$ cat src/rtl/sad_if.sv
// Handshake bundle between the magnitude subtractor, the SAD accumulator and the SAD consumer.
// The slave modport is the accumulator's view of the bundle; the master modport is its peers' view.
interface sad_if #(
    parameter int DW = 4,
    parameter int AW = 7
);
    logic [DW-1:0] diff_in;
    logic          diff_valid;
    logic          diff_ready;
    logic [AW-1:0] sad_out;
    logic          sad_valid;
    logic          sad_ready;

    modport slave (
        input  diff_in,
        input  diff_valid,
        output diff_ready,
        output sad_out,
        output sad_valid,
        input  sad_ready
    );

    modport master (
        output diff_in,
        output diff_valid,
        input  diff_ready,
        input  sad_out,
        input  sad_valid,
        output sad_ready
    );
endinterface

$ cat src/rtl/sad_accumulator.sv
// Sums LEN unsigned differences into one SAD word and holds it on a valid/ready output.
// Optional macro SAD_SAT_EN: clamp the accumulator at 2^AW-1 and report it on sat_flag_o.
//
//   state    | meaning
//   ST_ACCUM | accepting differences, building the partial sum
//   ST_HOLD  | SAD word valid, waiting for the consumer; input stalled
module sad_accumulator #(
    parameter int DW  = 4,
    parameter int LEN = 8,
    parameter int AW  = 7
) (
    input  logic       clk,
    input  logic       rst_n,
    input  logic       clr_i,
    sad_if.slave       bus,
    output logic [7:0] count_o,
    output logic       sat_flag_o
);

    typedef enum logic {
        ST_ACCUM = 1'b0,
        ST_HOLD  = 1'b1
    } state_t;

    state_t        state_q, state_d;
    logic [AW-1:0] acc_q, acc_d;
    logic [AW-1:0] sad_q, sad_d;
    logic [7:0]    count_q, count_d;
    logic          sad_valid_q, sad_valid_d;
    logic [AW-1:0] sum;
    logic          last;

`ifdef SAD_SAT_EN
    logic [AW:0] sum_wide;
    logic        sat_hit;
    logic        sat_q, sat_d;

    assign sum_wide   = {1'b0, acc_q} + (AW+1)'(bus.diff_in);
    assign sat_hit    = sum_wide[AW];
    assign sum        = sat_hit ? '1 : sum_wide[AW-1:0];
    assign sat_flag_o = sat_q;
`else
    assign sum        = acc_q + AW'(bus.diff_in);
    assign sat_flag_o = 1'b0;
`endif

    assign last           = (count_q == 8'(LEN - 1));
    assign bus.diff_ready = (state_q == ST_ACCUM);
    assign bus.sad_out    = sad_q;
    assign bus.sad_valid  = sad_valid_q;
    assign count_o        = count_q;

    always_comb begin
        state_d     = state_q;
        acc_d       = acc_q;
        count_d     = count_q;
        sad_d       = sad_q;
        sad_valid_d = sad_valid_q;
`ifdef SAD_SAT_EN
        sat_d       = sat_q;
`endif
        // clr beats any same-cycle accept or consumer handshake; the held SAD word is kept but invalidated
        if (clr_i) begin
            state_d     = ST_ACCUM;
            acc_d       = '0;
            count_d     = '0;
            sad_valid_d = 1'b0;
`ifdef SAD_SAT_EN
            sat_d       = 1'b0;
`endif
        end else begin
            unique case (state_q)
                ST_ACCUM: begin
                    if (bus.diff_valid) begin
`ifdef SAD_SAT_EN
                        if (sat_hit) sat_d = 1'b1;
`endif
                        if (last) begin
                            sad_d       = sum;
                            sad_valid_d = 1'b1;
                            acc_d       = '0;
                            count_d     = '0;
                            state_d     = ST_HOLD;
                        end else begin
                            acc_d   = sum;
                            count_d = count_q + 8'd1;
                        end
                    end
                end
                ST_HOLD: begin
                    if (sad_valid_q && bus.sad_ready) begin
                        sad_valid_d = 1'b0;
                        state_d     = ST_ACCUM;
`ifdef SAD_SAT_EN
                        sat_d       = 1'b0;
`endif
                    end
                end
                default: state_d = ST_ACCUM;
            endcase
        end
    end

    always_ff @(posedge clk) begin
        if (!rst_n) begin
            state_q     <= ST_ACCUM;
            acc_q       <= '0;
            count_q     <= '0;
            sad_q       <= '0;
            sad_valid_q <= 1'b0;
`ifdef SAD_SAT_EN
            sat_q       <= 1'b0;
`endif
        end else begin
            state_q     <= state_d;
            acc_q       <= acc_d;
            count_q     <= count_d;
            sad_q       <= sad_d;
            sad_valid_q <= sad_valid_d;
`ifdef SAD_SAT_EN
            sat_q       <= sat_d;
`endif
        end
    end

endmodule
$ cat src/flat_wrapper.sv
// flat-port wrapper written by rule: the top's interface ports become plain ports
module sad_accumulator_flat 
#(
    parameter int DW  = 4,
    parameter int LEN = 8,
    parameter int AW  = 7
)
  (clk, rst_n, clr_i, count_o, sat_flag_o, bus_diff_in, bus_diff_valid, bus_diff_ready, bus_sad_out, bus_sad_valid, bus_sad_ready);
  sad_if #(.DW(DW), .AW(AW)) bus_i ();
  input  logic clk;
  input  logic rst_n;
  input  logic clr_i;
  output logic [7:0] count_o;
  output logic sat_flag_o;
  input wire logic [$bits(bus_i.diff_in)-1:0] bus_diff_in;
  input wire logic [$bits(bus_i.diff_valid)-1:0] bus_diff_valid;
  output wire logic [$bits(bus_i.diff_ready)-1:0] bus_diff_ready;
  output wire logic [$bits(bus_i.sad_out)-1:0] bus_sad_out;
  output wire logic [$bits(bus_i.sad_valid)-1:0] bus_sad_valid;
  input wire logic [$bits(bus_i.sad_ready)-1:0] bus_sad_ready;
  assign bus_i.diff_in = bus_diff_in;
  assign bus_i.diff_valid = bus_diff_valid;
  assign bus_diff_ready = bus_i.diff_ready;
  assign bus_sad_out = bus_i.sad_out;
  assign bus_sad_valid = bus_i.sad_valid;
  assign bus_i.sad_ready = bus_sad_ready;
  sad_accumulator #(.DW(DW), .LEN(LEN), .AW(AW)) u_core (.clk(clk), .rst_n(rst_n), .clr_i(clr_i), .bus(bus_i), .count_o(count_o), .sat_flag_o(sat_flag_o));
endmodule
$ cat config.mk
export PLATFORM = sky130hd
export DESIGN_NAME = sad_accumulator_flat
export DESIGN_NICKNAME = d
export VERILOG_FILES = /design/src/rtl/sad_if.sv /design/src/rtl/sad_accumulator.sv /design/src/flat_wrapper.sv
export SDC_FILE = /design/constraint.sdc
export NUM_CORES = 1
export LEC_CHECK = 0
export ABC_AREA = 1
export CAP_MARGIN = 10
export CORE_MARGIN = 4
export CORE_UTILIZATION = 41
export CTS_CLUSTER_DIAMETER = 50
export CTS_CLUSTER_SIZE = 12
export DETAILED_ROUTE_END_ITERATION = 8
export DONT_BUFFER_PORTS = 1
export PLACE_DENSITY = 0.66
export SYNTH_ARGS = -nofsm -noshare
export SYNTH_HDL_FRONTEND = slang
export SYNTH_SLANG_ARGS = --single-unit
$ cat constraint.sdc
create_clock -name clk -period 1.65 [get_ports clk]
set_input_delay 0.33 -clock clk [delete_from_list [all_inputs] [get_ports clk]]
set_output_delay 0.33 -clock clk [all_outputs]
set_load 0.05 [all_outputs]
# Word-level counts from Yosys, hierarchy flattened
# Index checks and enable logic that the tools add are counted.
dict set report word_totals {
  reg_bits 24
  latchBits 0
  ramBits 0
  rom_bits 0
  inputBits 9
  out_inout_bits 18
  wordCells 29
  n_memories 0
}
dict set report classes {
  n_addsub 2
  mul 0
  n_div 0
  n_lt_le_gt_ge 0
  n_eq_ne 4
  n_shift 0
  mux 10
  n_bitwise 3
  n_reduce_logical 5
}
# op n
set op_table {}
lappend op_table {{8-bit by 1-bit adder with 8-bit output (second input constant)} 1}
lappend op_table {{8-bit by 3-bit == test with 1-bit output (second input constant)} 1}
lappend op_table {{8-bit 2-to-1 mux} 1}
lappend op_table {{7-bit by 4-bit adder with 7-bit output} 1}
lappend op_table {{7-bit 2-to-1 mux} 1}
lappend op_table {{1-bit 2-to-1 mux} 6}
lappend op_table {{2-bit inequality test (second input constant)} 2}
lappend op_table {{1-bit case mux with 2 select lines} 2}
lappend op_table {{4-bit AND reduction} 1}
lappend op_table {{1-bit inverter} 3}
lappend op_table {{3-bit AND reduction} 1}
lappend op_table {{2-bit by 1-bit inequality test with 1-bit output (second input constant)} 1}
lappend op_table {{2-bit AND reduction} 1}
lappend op_table {{2-bit OR reduction} 1}
lappend op_table {{1-bit logical AND} 1}

# Depth between registers and ports, before layout
dict set report logic_depth {
  depth_word 4
  mapped_depth 10
}

# Least setup slack after synthesis
# No wires, ideal clock.
dict set report synth_path {
  path_type {flip-flop to flip-flop}
  start {register u_core.count_q[1] (netlist: u_core.count_o[1])}
  end {register u_core.sad_q[6] (netlist: u_core.bus.sad_out[6])}
  setup_ps 114
  arrival_time_ps 1541
  slack_ps -4
  stages_incl_launch_ff 8
  path_buffers 1
  period_less_slack_ps 1654
  path_cell_list {dfxtp_1 ha_1 nand3_2 nor2_4 nand3_2 buf_6 a21oi_1 nor2_1}
}
dict set report synth_between {
  elab_chain_len 2
}
# item line_no
set synth_rtl {}
lappend synth_rtl {{start, declared} sad_accumulator.sv:28} ;# logic [7:0] count_q, count_d;
lappend synth_rtl {{start signal, assigned} sad_accumulator.sv:117} ;# count_q <= count_d;
lappend synth_rtl {{8-bit by 3-bit == test with 1-bit output} sad_accumulator.sv:47} ;# assign last = (count_q == 8'(LEN - 1));
lappend synth_rtl {{4-bit AND reduction (no line)} --}
lappend synth_rtl {{end signal, assigned} sad_accumulator.sv:109} ;# sad_q <= '0;
lappend synth_rtl {{end signal, assigned} sad_accumulator.sv:118} ;# sad_q <= sad_d;
lappend synth_rtl {{end, declared} sad_accumulator.sv:27} ;# logic [AW-1:0] sad_q, sad_d;
# No other way between the ends.
# A chain may end at the register's enable or synchronous reset.

# Worst setup path after layout
dict set report layout_path {
  start {register u_core.acc_q[0]}
  end {register u_core.acc_q[4]}
}
dict set report layout_between {
  elab_chain_len 2
}
# item line_no
set layout_rtl {}
lappend layout_rtl {{start, declared} sad_accumulator.sv:26} ;# logic [AW-1:0] acc_q, acc_d;
lappend layout_rtl {{start signal, assigned} sad_accumulator.sv:107} ;# acc_q <= '0;
lappend layout_rtl {{start signal, assigned} sad_accumulator.sv:116} ;# acc_q <= acc_d;
lappend layout_rtl {{7-bit by 4-bit adder with 7-bit output} sad_accumulator.sv:43} ;# assign sum = acc_q + AW'(bus.diff_in);
lappend layout_rtl {{7-bit 2-to-1 mux} sad_accumulator.sv:78} ;# if (last) begin
# No other way between the ends.

==> results.md <==
- Outcome: completed
- Placed inst area: 1370 sq um
- Crit path required time: 1.90 ns
- Worst Skew: 0.00897 ns
- Mux contribution to synthesized area: 0%
- Total Routing Usage GR: 14.1%
- Final min period: 1.63 ns
- First-pass GRT wire length: 4.62 mm
- NetSw: 0.246 mW
- DR WL/cell: 11.4 um
- TritonCTS Sinks: 24
- Post-Syn Instances: 180
- # diodes: 0
- CP max FO: 3
- Synth cell types: 25
- R2r startpoint: u_core.acc_q[0]
- Setup WS pre-CTS: -0.0121 ns
- Latest clock arrival within the worst-skew pair: 0.32 ns
- Combinational Power Share: 10.5%
- CTS buffer count: 3
- Cell Area, Synth: 1280 sq um
- VDD IR max: 260 uV
- Synth Area in Compound Gates: 7.73%
- # IOs: 27
- DIE HEIGHT: 63.8 um
- Hold depth: 2
- Fmax: 0.613 GHz
- Initial Utilization: 42.2%
- Hold Path Class: input pin to register
- Via count: 1068
- Synth Register Bits: 24
- Worst r2r dst: u_core.acc_q[4]
- Synth top area cells: dfxtp_1 38%, nand2_1 14%, inv_1 7.0%, a21oi_1 5.9%, nor2_1 5.6%
- R2r setup slk: 0.02 ns
- Int Pwr: 0.706 mW
- Non-Filler Instances: 234
- TritonCTS clock tree: built
- Slowest CP cell: dfxtp_2
- Die width: 63.8 um
- Slew margin rel.: 61.2%
- Share of cells above drive strength 1: 21.1%
- Core ar.: 3030 sq um
- Vias per inst: 4.56
- Critical path class: register to register
- Die area: 4080 sq um
- Synth warn: 0
- Max clock buf depth: 2
- Initial antenna violation count: 0
- PnR worst setup slack: 0.0177 ns
- Most frequent cells in the layout: 45 x nand2_1, 22 x inv_1, 22 x dfxtp_1
- Critical-path cell list: ha_4 -> inv_2 -> fa_2 -> inv_2 -> nand3_2 -> nand2_4 -> xor2_2 -> nand2_1 -> a21oi_2
- Least-Margin Pin Slew: 0.580 ns
- DP Wirelength: 1.93 mm
- Worst Reg-to-Reg Cells: 9
- Sequential Power Share: 62.0%
- Area Growth Syn to Fin: 14.0%
- Gr ovfl total: 0
- Final setup viols: 0
- Top cell type's share of synthesized area: 37.6%
- Max_cap viols: 0
- RSZ-0062 raised after global routing: true
- 1st-pass router iterations: 6
- FP Rows: 20
- Power Density: 653 nW/um^2
- Fin area: 1460 sq um
- Leakage: 0.610 nW
- Final ANT Viol Nets: 0
- Number of global-route vias before repair: 1069
- Largest net degree at the start of global routing: 17
- Beginning of the worst hold path: rst_n
- Synth Area per Inst: 7.10 sq um
- Worst Setup Start Kind: register
- Worst path most repeated cell: inv_2
- Slew Viols, Final: 0
- Endpoints failing hold: 0
- Register area: 483 sq um
- Multi-input logic area: 709 sq um
- Dpl cells: 229
- H-tree depth: 1
- Total Power: 0.952 mW
- DRT Wirelength: 2.66 mm
- Max incr delay on CP: 0.38 ns
- Post-synth top area cell: dfxtp_1
- CTS Root Cell: clkbuf_4
- Post-synthesis adder-cell area fraction: 6.46%
- Fin crit share: 98.9%
- Largest family of logic cells by synthesized area: simple AND/OR/NAND/NOR gates
- Remaining DRCs: 0
- Clock power frac: 27.5%
- IO buf count: 0
- CP endpoint kind: register
- Simple-Gate Fraction of Synth Area: 33.4%
- GP Congestion: 0.872
- Util after Layout: 48.1%
- Hold Path Sink: u_core.bus.sad_out[4]
- 1st-iter DRT viols: 47
- Net count, final: 207
- Fillers: 305
- Sw Ratio: 25.9%
- Arrival time at the worst endpoint: 1.88 ns
- Most common cell after layout, fill and taps aside: nand2_1
- Sequential cell area fraction in the yosys report: 37.6%
- Mapped Nets: 195
- Clock transition at path regs: 0.14 ns
- Xor-xnor portion of the synthesized cell area: 3.42%
[cells in the mapped netlist (all sizes together)]
cell type and n:
a21oi 16, buf 4, clkbuf 1, conb 1, dfxtp 24, fa 1, ha 5, inv 26
nand2 50, nand3 15, nor2 23, nor3 5, nor3b 1, o21ai 3, xnor2 2, xor2 3
[cells by family (layout without fill, tap and decap cells)]
kind of cell | after synthesis | count (layout)
XOR/XNOR | 5 | 5
other | 1 | 1
AO/OA/AOI/OAI | 19 | 19
flip-flops | 24 | 24
adder cells (fa/ha/maj) | 6 | 6
buffers and inverters | 31 | 41
AND/OR/NAND/NOR | 94 | 94
[power groups by stage]
stage               sequential [mW]  combinational, mW  clock (mW)
finish                        0.590             0.0999       0.262
global route                  0.591              0.114       0.302
CTS                           0.589             0.0892       0.273
detailed placement            0.602             0.0875           0
global placement              0.601             0.0881           0
floorplan                     0.607             0.0712           0
[routing by layer]
metal	track usage [%]	share of wire [%]
met2	22.7	44
met4	6.47	2.2
met5	0	0
met1	17.3	50
met3	3.69	4.2
[stage by stage]
stage	setup TNS (ns)	hold WS [ns]
after detailed placement	-0.0121	0.461
final	0	0.115
after global placement	0	0.459
after global routing	-0.0918	0.0871
after floorplan	0	0.447
after CTS	0	0.111
[flip-flops by register name, indices dropped and copies added, names as in the netlist]
name / flops
u_core.state_q: 1
u_core.bus.sad_valid: 1
u_core.bus.sad_out: 7
u_core.count_o: 8
u_core.acc_q: 7
[repair_timing]
item,4_1_cts,5_1_grt
hold buffers,0,0
gates resized for setup,3,10
endpoints found under the setup margin,1,7
gates cloned,0,0
setup buffers,0,2
pin swaps,0,4
[area by class of cell]
| class | instances | area share (%) |
|---|---|---|
| flip-flops and latches | 24 | 33.1 |
| repair buffers | 12 | 6.18 |
| clock buffers | 3 | 1.55 |
| inverters | 26 | 6.70 |
| well taps | 44 | 3.78 |
| multi-input cells | 125 | 48.7 |
[worst max-delay path: cells and delay by family (launching register included)]
kind                       cells  cell delay (ns)
DFF                            1             0.38
AOI/OAI and AO/OA              1             0.17
adders and majority gates      2             0.51
buffers and inverters          2             0.10
xor gates and xnor gates       1             0.15
and+or+nand+nor                3             0.26
[worst max path at each step]
stage                                 end  cells after the start              start  slack (ns)
floorplan           u_core.bus.sad_out[6]                      7  u_core.count_o[0]       0.002
global placement          u_core.acc_q[4]                      9     bus_diff_in[0]        0.04
detailed placement        u_core.acc_q[4]                      9    u_core.acc_q[0]       -0.01
CTS                       u_core.acc_q[4]                      9    u_core.acc_q[0]        0.05
global route              u_core.acc_q[4]                      9    u_core.acc_q[0]       -0.09
finish                    u_core.acc_q[4]                      9    u_core.acc_q[0]        0.02
(Power assumes the default switching activity.)
